--- src/rtl/multi_link_valid.sv ---
// Multi-channel TLK data-valid qualifier with settle timer,
// loss-of-alignment detection, per-channel mask and loss counters.
module multi_link_valid #(
   parameter int NCH        = 4,
   parameter int TIMER_W    = 10,
   parameter int SETTLE_CNT = 500,
   parameter int ERR_TOL    = 4,
   parameter int CNT_W      = 8
) (
   input  logic                   clk,
   input  logic                   reset,
   input  logic                   LIVE,
   input  logic [NCH-1:0]         tlk_err,
   input  logic [NCH-1:0]         ch_mask,
   input  logic                   clr_cnt,
   output logic [NCH-1:0]         dval,
   output logic                   all_valid,
   output logic [NCH*CNT_W-1:0]   lost_cnt
);

   typedef enum logic [1:0] {
      UNALIGNED = 2'd0,
      SETTLE    = 2'd1,
      VALID     = 2'd2
   } st_e;

   localparam logic [TIMER_W-1:0] SETTLE_T = TIMER_W'(SETTLE_CNT);
   localparam logic [7:0]         TOL      = 8'(ERR_TOL);
   localparam logic [CNT_W-1:0]   CNT_MAX  = '1;

   st_e                           st_q [NCH];
   st_e                           st_d [NCH];
   logic [NCH-1:0][TIMER_W-1:0]   timer_q, timer_d;
   logic [NCH-1:0][7:0]           run_q, run_d;
   logic [NCH-1:0][CNT_W-1:0]     cnt_q, cnt_d;
   logic [NCH-1:0]                pipe_q, pipe_d;
   logic [NCH-1:0]                dval_q, dval_d;
   logic [NCH-1:0]                loss;
   logic [NCH-1:0]                fall;
   logic                          all_valid_q, all_valid_d;

   assign fall = pipe_q & ~tlk_err;

   // Per-channel next state: gating first, then alignment FSM and loss counting
   always_comb begin
      loss = '0;
      for (int i = 0; i < NCH; i++) begin
         st_d[i]    = st_q[i];
         timer_d[i] = timer_q[i];
         run_d[i]   = run_q[i];
         cnt_d[i]   = cnt_q[i];
         pipe_d[i]  = tlk_err[i] & LIVE & ~ch_mask[i];
         if (!LIVE || ch_mask[i]) begin
            st_d[i]    = UNALIGNED;
            timer_d[i] = '0;
            run_d[i]   = '0;
         end else begin
            unique case (st_q[i])
               UNALIGNED: begin
                  timer_d[i] = '0;
                  run_d[i]   = '0;
                  if (fall[i]) begin
                     st_d[i]    = SETTLE;
                     timer_d[i] = TIMER_W'(1);
                  end
               end
               SETTLE: begin
                  if (tlk_err[i]) begin
                     st_d[i]    = UNALIGNED;
                     timer_d[i] = '0;
                  end else if (timer_q[i] == SETTLE_T) begin
                     st_d[i]    = VALID;
                     timer_d[i] = '0;
                     run_d[i]   = '0;
                  end else begin
                     timer_d[i] = timer_q[i] + TIMER_W'(1);
                  end
               end
               VALID: begin
                  if (tlk_err[i]) begin
                     if (run_q[i] + 8'd1 == TOL) begin
                        st_d[i]  = UNALIGNED;
                        run_d[i] = '0;
                        loss[i]  = 1'b1;
                     end else begin
                        run_d[i] = run_q[i] + 8'd1;
                     end
                  end else begin
                     run_d[i] = '0;
                  end
               end
               default: begin
                  st_d[i]    = UNALIGNED;
                  timer_d[i] = '0;
                  run_d[i]   = '0;
               end
            endcase
         end
         if (loss[i] && cnt_q[i] != CNT_MAX) begin
            cnt_d[i] = cnt_q[i] + CNT_W'(1);
         end
         if (clr_cnt) begin
            cnt_d[i] = '0;
         end
         dval_d[i] = (st_d[i] == VALID);
      end
      all_valid_d = (&(dval_d | ch_mask)) & LIVE;
   end

   // State, timers, counters and registered outputs
   always_ff @(posedge clk or negedge reset) begin
      if (!reset) begin
         for (int i = 0; i < NCH; i++) begin
            st_q[i] <= UNALIGNED;
         end
         timer_q     <= '0;
         run_q       <= '0;
         cnt_q       <= '0;
         pipe_q      <= '0;
         dval_q      <= '0;
         all_valid_q <= 1'b0;
      end else begin
         for (int i = 0; i < NCH; i++) begin
            st_q[i] <= st_d[i];
         end
         timer_q     <= timer_d;
         run_q       <= run_d;
         cnt_q       <= cnt_d;
         pipe_q      <= pipe_d;
         dval_q      <= dval_d;
         all_valid_q <= all_valid_d;
      end
   end

   assign dval      = dval_q;
   assign all_valid = all_valid_q;
   assign lost_cnt  = cnt_q;

endmodule
--- config.mk ---
export PLATFORM = sky130hd
export DESIGN_NAME = multi_link_valid
export DESIGN_NICKNAME = d
export VERILOG_FILES = /design/src/rtl/multi_link_valid.sv
export SDC_FILE = /design/constraint.sdc
export NUM_CORES = 1
export LEC_CHECK = 0
export CORE_MARGIN = 8
export CORE_UTILIZATION = 64
export DETAILED_ROUTE_END_ITERATION = 10
export DONT_BUFFER_PORTS = 1
export PLACE_DENSITY = 0.82
export SLEW_MARGIN = 40
export SYNTH_ARGS = -nofsm -noshare
export SYNTH_HDL_FRONTEND = slang
export SYNTH_SLANG_ARGS = --single-unit
--- constraint.sdc ---
create_clock -name clk -period 2.6 [get_ports clk]
set_clock_uncertainty 0.2 [all_clocks]
set_input_delay 0.52 -clock clk [delete_from_list [all_inputs] [get_ports clk]]
set_output_delay 0.52 -clock clk [all_outputs]
set_load 0.02 [all_outputs]
; ---- Yosys cells after proc, flatten, opt, wreduce, memory -nomap -nowiden
; Cells that the tools add are included.
[word_totals]
regBits = 121
mem_bits_ro = 0
mem_count = 0
mem_bits_rw = 0
input_bits = 12
latch_bits = 0
[classes]
bitwise_logic = 16
muxes = 96
div_mod_pow = 0
shifts = 0
addsub = 12
multipliers = 0
reduce_logical = 22
magnitude_cmp = 0
n_eq_ne = 36
[op_table]
columns = operator, n
row1 = $mux 8, 28
row2 = $mux 10, 12
row3 = $pmux 10 s3, 4
row4 = $add 8x1->8 const B, 8
row5 = $pmux 8 s2, 4
row6 = $mux 2, 24
row7 = $add 10x1->10 const B, 4
row8 = $eq 10x9->1 const B, 4
row9 = $eq 8x3->1 const B, 4
row10 = $ne 8x8->1 const B, 4
row11 = $ne 3x3->1 const B, 8
row12 = $pmux 2 s3, 4
row13 = $mux 1, 20
row14 = $eq 2x2->1 const B, 8
row15 = $and 1x1->1, 9
row16 = $eq 2x1->1 const B, 4
row17 = $logic_not 2->1, 4
row18 = $ne 2x2->1 const B, 4
row19 = $reduce_and 2->1, 4
row20 = $reduce_bool 2->1, 4
row21 = $and 4x4->4, 1
row22 = $logic_and 1x1->1, 4
row23 = $logic_or 1x1->1, 4
row24 = $not 1->1, 4
row25 = 4 further kinds, 4

; ---- Logic depth before layout (Yosys ltp)
; Gate-level depths: netlist of the first run.
[depth]
word_depth = 10
mapped_depth = 10
ltp_nobuf = 8

; ---- Least setup slack after synthesis of the first run
; OpenSTA, ideal clock, no wires.
[synth_path]
path_kind = input -> register
startpoint = input ch_mask[0]
endpoint = register cnt_q (netlist bit lost_cnt[6])
stages = 7
arrival_ns = 2.089
setup_time_ns = 0.120
required_time_ns = 2.280
path_slack_ns = 0.190
path_cell_list = nand2b_1 -> clkbuf_1 -> nor3_1 -> o31a_1 -> nor3b_2 -> a311oi_1 -> a41o_1
[synth_via]
elab_chain_len = 4
[synth_lines]
columns = element, line_no
row1 = start: declaration, 14  ; input logic [NCH-1:0] ch_mask,
row2 = $logic_or 1x1->1, 53  ; if (!LIVE || ch_mask[i]) begin
row3 = $mux 1, 53
row4 = $logic_and 1x1->1, 99  ; if (loss[i] && cnt_q[i] != CNT_MAX) begin
row5 = $reduce_bool 2->1 (no source line), --
row6 = end signal: assignment, 128  ; cnt_q <= cnt_d;
row7 = end: declaration, 35  ; logic [NCH-1:0][CNT_W-1:0] cnt_q, cnt_d;
; No other way between the ends.
; A chain may end at the register's enable or synchronous reset.

; ---- Final worst setup path of the first run
[layout_path]
startpoint = register run_q[24] (netlist name)
endpoint = register cnt_q (netlist bit lost_cnt[25])
[layout_via]
elab_chain_len = 8
[layout_lines]
columns = element, line_no
row1 = start: declaration, 34  ; logic [NCH-1:0][7:0] run_q, run_d;
row2 = start signal: assignment, 127  ; run_q <= run_d;
row3 = $add 8x1->8, 81  ; if (run_q[i] + 8'd1 == TOL) begin
row4 = $eq 8x3->1, 81
row5 = $mux 1, 81
row6 = $mux 1, 80  ; if (tlk_err[i]) begin
row7 = $mux 1, 58  ; unique case (st_q[i])
row8 = $mux 1, 53
row9 = $logic_and 1x1->1, 99
row10 = $reduce_bool 2->1 (no source line), --
; No other way between the ends.

==> results.cfg, run 1 <==
[synth]
synth_largest_area_cell = dfrtp_1
synth_top_area_frac = 0.473
yosysMostFrequentCell = dfrtp_1
synth_common_cells = dfrtp_1 (121), o21ai_0 (92), nor2_1 (81)
synthCells = 700
syn_area_per_cell_um2 = 9.15
yosys_register_bits = 121
synth_nets = 729
synth-edff-count = 0
synth-main-ff-cell = dfrtp_1
ys.warnings.count = 0
synth_area_leaders = dfrtp_1 (47%), o21ai_0 (7.2%), nor2_1 (4.7%), ha_1 (3.3%), nand3_1 (3.2%)
syn-cell-area_um2 = 6400
ys_types = 65
seq_area_frac_synth = 0.473
async_reset_ff_frac = 1.00

[global_routing]
grt-ovfl-total = 0
grt_use_total = 0.236
grt_pass1_wl_um = 25500
grt_max_degree = 122
grt_pass1_vias = 5423
antenna_found_initial = 0

[die]
die_w_um = 116
pin_count = 49
coreArea_um2 = 9730
initial_core_util = 0.658
die-height_um = 116
die-area_um2 = 13500
rows = 36

[status]
run_status = complete, but fails checks
violations = negative hold slack

[placed_design]
globalplace.congestion = 0.870
port_buffers = 0
dp_hpwl_um = 9760
dpl_cell_area_um2 = 6630

[final_layout]
diodes = 0
final_cell_area_um2 = 7360
final_util = 0.756
layout-drive-gt1-share = 0.104
fill_cells = 654
syn2layout_area_growth_pct = 14.9
finalNetCount = 759

[drt]
wl_um = 15100
post_drt_wl_per_cell_um = 17.3
drc_errors = 0
ant_nets = 0
dr.pass1.iters = 5
drt_iter0_drc = 454
viasPerCell = 6.28
vias = 5497

[sta]
setup_viol = 0
fmax_ghz = 0.392
drv_slew = 0
fin_hold_ws_ps = -503
tightestPinTransition_ps = 628
period_share = 0.980
tns_ps = 0
hold_viol_final = 121
slew_headroom = 0.580
period_minus_slack_ps = 2550

[clock_network]
htreeDepth = 4
clkSinkCount = 121
postCtsHoldBufs = 10
cts.path.max_buffers = 2
path_clk_slew_ps = 60
cts_tree = yes
cts-root-buf = clkbuf_8
clock_latency_ps = 520
cts-buffers-inserted = 17

[critical_path]
ff2ff_path_depth = 8
cp.arrival_ps = 2730
worstSetupPathType = flip-flop to flip-flop
cp_slowest_stage_delay_ps = 580
critPathSlowestCell = or4_4
crit_required_ps = 2780
startpoint_type = flip-flop
worstPathCellList = ha_4, nand2b_1, or3_2, or4_4, buf_2, buf_4, mux2i_1, nor2_1
cp_max_fo = 6
cp-end-kind = flip-flop

[pwr]
intPower_w = 0.00337
finalPower_w = 0.00428
powerDensity_nw_per_um2 = 582
p_switching_w = 0.000910
power_frac_seq = 0.442
ir_drop_uv = 406
clkPwrFrac = 0.545
leakagePower_nw = 3.20
sw_frac_of_total = 0.213
power_frac_comb = 0.013

[job]
cap_violations = 0

[worst_hold_path]
holdCritPathClass = primary input to asynchronous set/reset pin
-- sequential cells by signal, summed over array words and instances, names as in the netlist --
register,flops
timer_q,40
pipe_q,4
run_q,32
lost_cnt,32
dval,4
st_q,8
all_valid,1
-- cell usage in the layout (no fill, tap or decap), types with 5 or more instances in the layout --
cell type      count
nand2b_1          15
nor3_1            16
a31oi_1            7
o21ai_0           91
dlygate4sd3_1      9
xnor2_1           11
buf_4             22
nor2b_1           13
o31ai_1           10
clkbuf_16         16
or3_1              8
dfrtp_1          121
xor2_1            22
and2_1             8
nand4_1           17
nor2_1            81
mux2i_1            5
and4_1             6
ha_1              16
and3_1            20
inv_1             23
nand2_1           53
a21oi_1           27
nand3_1           41
-- final timing paths --
kind / from / to / slack, ps
min in group clk: ch_mask[3] / st_q[1] / 30
min: reset / timer_q[5] / -500
max in group asynchronous: reset / st_q[2] / 2480
max: run_q[24] / lost_cnt[25] / 50
max reg2reg: run_q[24] / lost_cnt[25] / 50
min reg2reg: timer_q[8] / timer_q[8] / 300
-- critical path, delay by kind of cell, from the launching register on --
| kind | cells | cell delay, ps |
|---|---|---|
| adder cells (fa/ha/maj) | 1 | 170 |
| buffers and inverters | 2 | 330 |
| flip-flops | 1 | 420 |
| multiplexers | 1 | 140 |
| AND/OR/NAND/NOR | 4 | 1160 |
-- layer usage --
layer  track usage  wire [um]  up-vias
li1              -          -     2572
met1         0.280       6240     2721
met2         0.391       7550      177
met3        0.0714       1020       27
met4        0.0977        318        0
met5             0          0        -
-- final cells by class --
type	count	area (um^2)	share of cell area
Multi-Input combinational cell	534	3220	0.438
Inverter	23	86.3	0.0117
Clock buffer	17	414	0.0563
Clock inverter	15	176	0.0240
Sequential cell	121	3030	0.411
Tap cell	133	166	0.0226
Timing Repair Buffer	33	265	0.0360
-- metrics by stage --
step,setup slack [ps],cells
2_1_floorplan,190,700
3_3_place_gp,124,831
3_5_place_dp,-14.9,831
4_1_cts,55.5,873
5_1_grt,-9.19,876
6_report,51.9,876
-- power by group through the flow --
| stage | Clock (W) | Sequential [W] | Combinational [W] |
|---|---|---|---|
| floorplan | 0 | 0.00192 | 0.0000391 |
| CTS | 0.00236 | 0.00189 | 0.0000547 |
| global route | 0.00245 | 0.00189 | 0.0000605 |
| global placement | 0 | 0.00192 | 0.0000299 |
| finish | 0.00233 | 0.00189 | 0.0000554 |
| detailed placement | 0 | 0.00193 | 0.0000315 |
-- logic make-up (layout without fill, tap and decap cells) --
group	after synthesis	in the layout	share of synthesized area
mux	5	5	0.00781
buf+inv	45	88	0.0299
compound gates	166	166	0.153
xor+xnor	33	33	0.0451
flops	121	121	0.473
fa+ha+maj	17	17	0.0332
simple gates	313	313	0.259
-- repair_timing --
item                                    in CTS  in global routing
resized for setup                            1                  5
buffers inserted                             0                  3
pin swaps                                    0                  2
hold endpoints to repair                   168                121
endpoints found under the setup margin       4                  2
(Power assumes the default switching activity.)
==> inputs of run 2 (changes only) <==
--- a/config.mk
+++ b/config.mk
@@ -6,10 +6,10 @@
 export NUM_CORES = 1
 export LEC_CHECK = 0
 export CORE_MARGIN = 8
-export CORE_UTILIZATION = 64
+export CORE_UTILIZATION = 51
 export DETAILED_ROUTE_END_ITERATION = 10
 export DONT_BUFFER_PORTS = 1
-export PLACE_DENSITY = 0.82
+export PLACE_DENSITY = 0.68
 export SLEW_MARGIN = 40
 export SYNTH_ARGS = -nofsm -noshare
 export SYNTH_HDL_FRONTEND = slang
==> results.cfg, run 2 (same netlist as run 1, synthesis figures left out) <==
[status]
run_status = complete, but fails checks
violations = negative hold slack

[global_routing]
grt-ovfl-total = 0
grt_pass1_vias = 5113
grt_use_total = 0.182
grt_pass1_wl_um = 24200
grt_max_degree = 122
antenna_found_initial = 0

[clock_network]
postCtsSetupRepairBufs = 0
path_clk_slew_ps = 50
cts_tree = yes
cts-root-buf = clkbuf_16
cts-buffers-inserted = 17
cts.path.max_buffers = 2
htreeDepth = 4
postCtsHoldBufs = 3
clkSinkCount = 121
clock_latency_ps = 420

[final_layout]
diodes = 0
final_common_cell = dfrtp_1
top_register = timer_q
final_cell_mix = dfrtp_1 (121), o21ai_0 (92), nor2_1 (81)
syn2layout_area_growth_pct = 14.9
final_cell_area_um2 = 7360
layout-drive-gt1-share = 0.0981
fill_cells = 1066
largest_reg_flops = 40
finalNetCount = 750

[drt]
vias = 5309
ant_nets = 0
route.met3.wl_um = 591
drt_iter0_drc = 469
top_layer = met4
wl_met1_um = 6370
dr.pass1.iters = 4
post_drt_wl_per_cell_um = 15.6
wl_um = 14100
viasPerCell = 5.86
met2_length_um = 6750
drc_errors = 0

[sta]
fmax_ghz = 0.403
slew_headroom = 0.550
period_minus_slack_ps = 2480
setup_viol = 0
rsz0062_at_grt = no
tightestPinTransition_ps = 669
fin_hold_ws_ps = -395
fin_ws_ps = 122
tns_ps = 0
hold_viol_final = 121
period_share = 0.953
drv_slew = 0

[critical_path]
r2r_setup_slack_ps = 120
ff2ff_path_depth = 6
cp-end-kind = flip-flop
cp_max_fo = 10
worstSetupPathType = flip-flop to flip-flop
cp.arrival_ps = 2600
crit_required_ps = 2730
startpoint_type = flip-flop

[die]
die-height_um = 128
coreArea_um2 = 12500
pin_count = 49
rows = 41
initial_core_util = 0.514
die_w_um = 128
die-area_um2 = 16400

[placed_design]
dp_slack_ps = 0.735
dp_hpwl_um = 9600
dpl_cell_area_um2 = 6690
globalplace.congestion = 0.826
port_buffers = 0

[job]
cap_violations = 0

[pwr]
leakagePower_nw = 3.18
ir_drop_uv = 379
powerDensity_nw_per_um2 = 606

[worst_hold_path]
holdCritPathClass = primary input to asynchronous set/reset pin
## run 2: cell types whose count changed in the layout (fill, tap and decap cells not counted), sizes merged, moves of 2 or more
cell,delta
dlygate4sd3,-7
clkinv,-4
clkbuf,+4
inv,-2
buf,-2
## run 2: final timing paths
| path | startpoint | to |
|---|---|---|
| max | run_q[24] | lost_cnt[27] |
| min | reset | timer_q[8] |
| max reg2reg | run_q[24] | lost_cnt[27] |
| min reg2reg | timer_q[8] | timer_q[8] |
| max in group asynchronous | reset | lost_cnt[8] |
| min in group clk | tlk_err[3] | pipe_q[3] |
## run 2: repair_timing
action	in CTS	in global routing
resized for setup	1	0
endpoints found under the hold margin	155	121
setup endpoints to repair	1	0
## run 2: report_power, final
group	total (W)	internal (W)	switching (W)
sequential	0.00189	0.00189	0.00000343
combinational	0.0000427	0.0000161	0.0000266
clock	0.00252	0.00168	0.000845
## run 2: area by class of cell
cell class                      count  area [um^2]  area share
Multi-Input combinational cell    534         3210       0.436
Clock inverter                     11          169      0.0230
Clock buffer                       21          470      0.0639
Timing Repair Buffer               24          183      0.0248
Inverter                           23         86.3      0.0117
Tap cell                          172          215      0.0292
Sequential cell                   121         3030       0.411
## run 2: layer usage
layer / track usage / vias to the layer above
li1: - / 2557
met1: 0.220 / 2629
met2: 0.294 / 95
met3: 0.0474 / 28
met4: 0.0972 / 0
met5: 0 / -
## run 2: worst max-delay path, stage by stage (launching register included)
cell      delay [ps]
dfrtp_1          380
ha_1             200
nand2b_1          70
or3_2            420
or4_4            570
or3_1            370
a21oi_1          170
## run 2: through the flow
stage,std cells,utilization,power (W)
2_1_floorplan,700,-,0.00196
3_3_place_gp,871,0.535,0.00196
3_5_place_dp,871,0.536,0.00196
4_1_cts,906,0.590,0.00450
5_1_grt,906,0.590,0.00459
6_report,906,0.590,0.00446
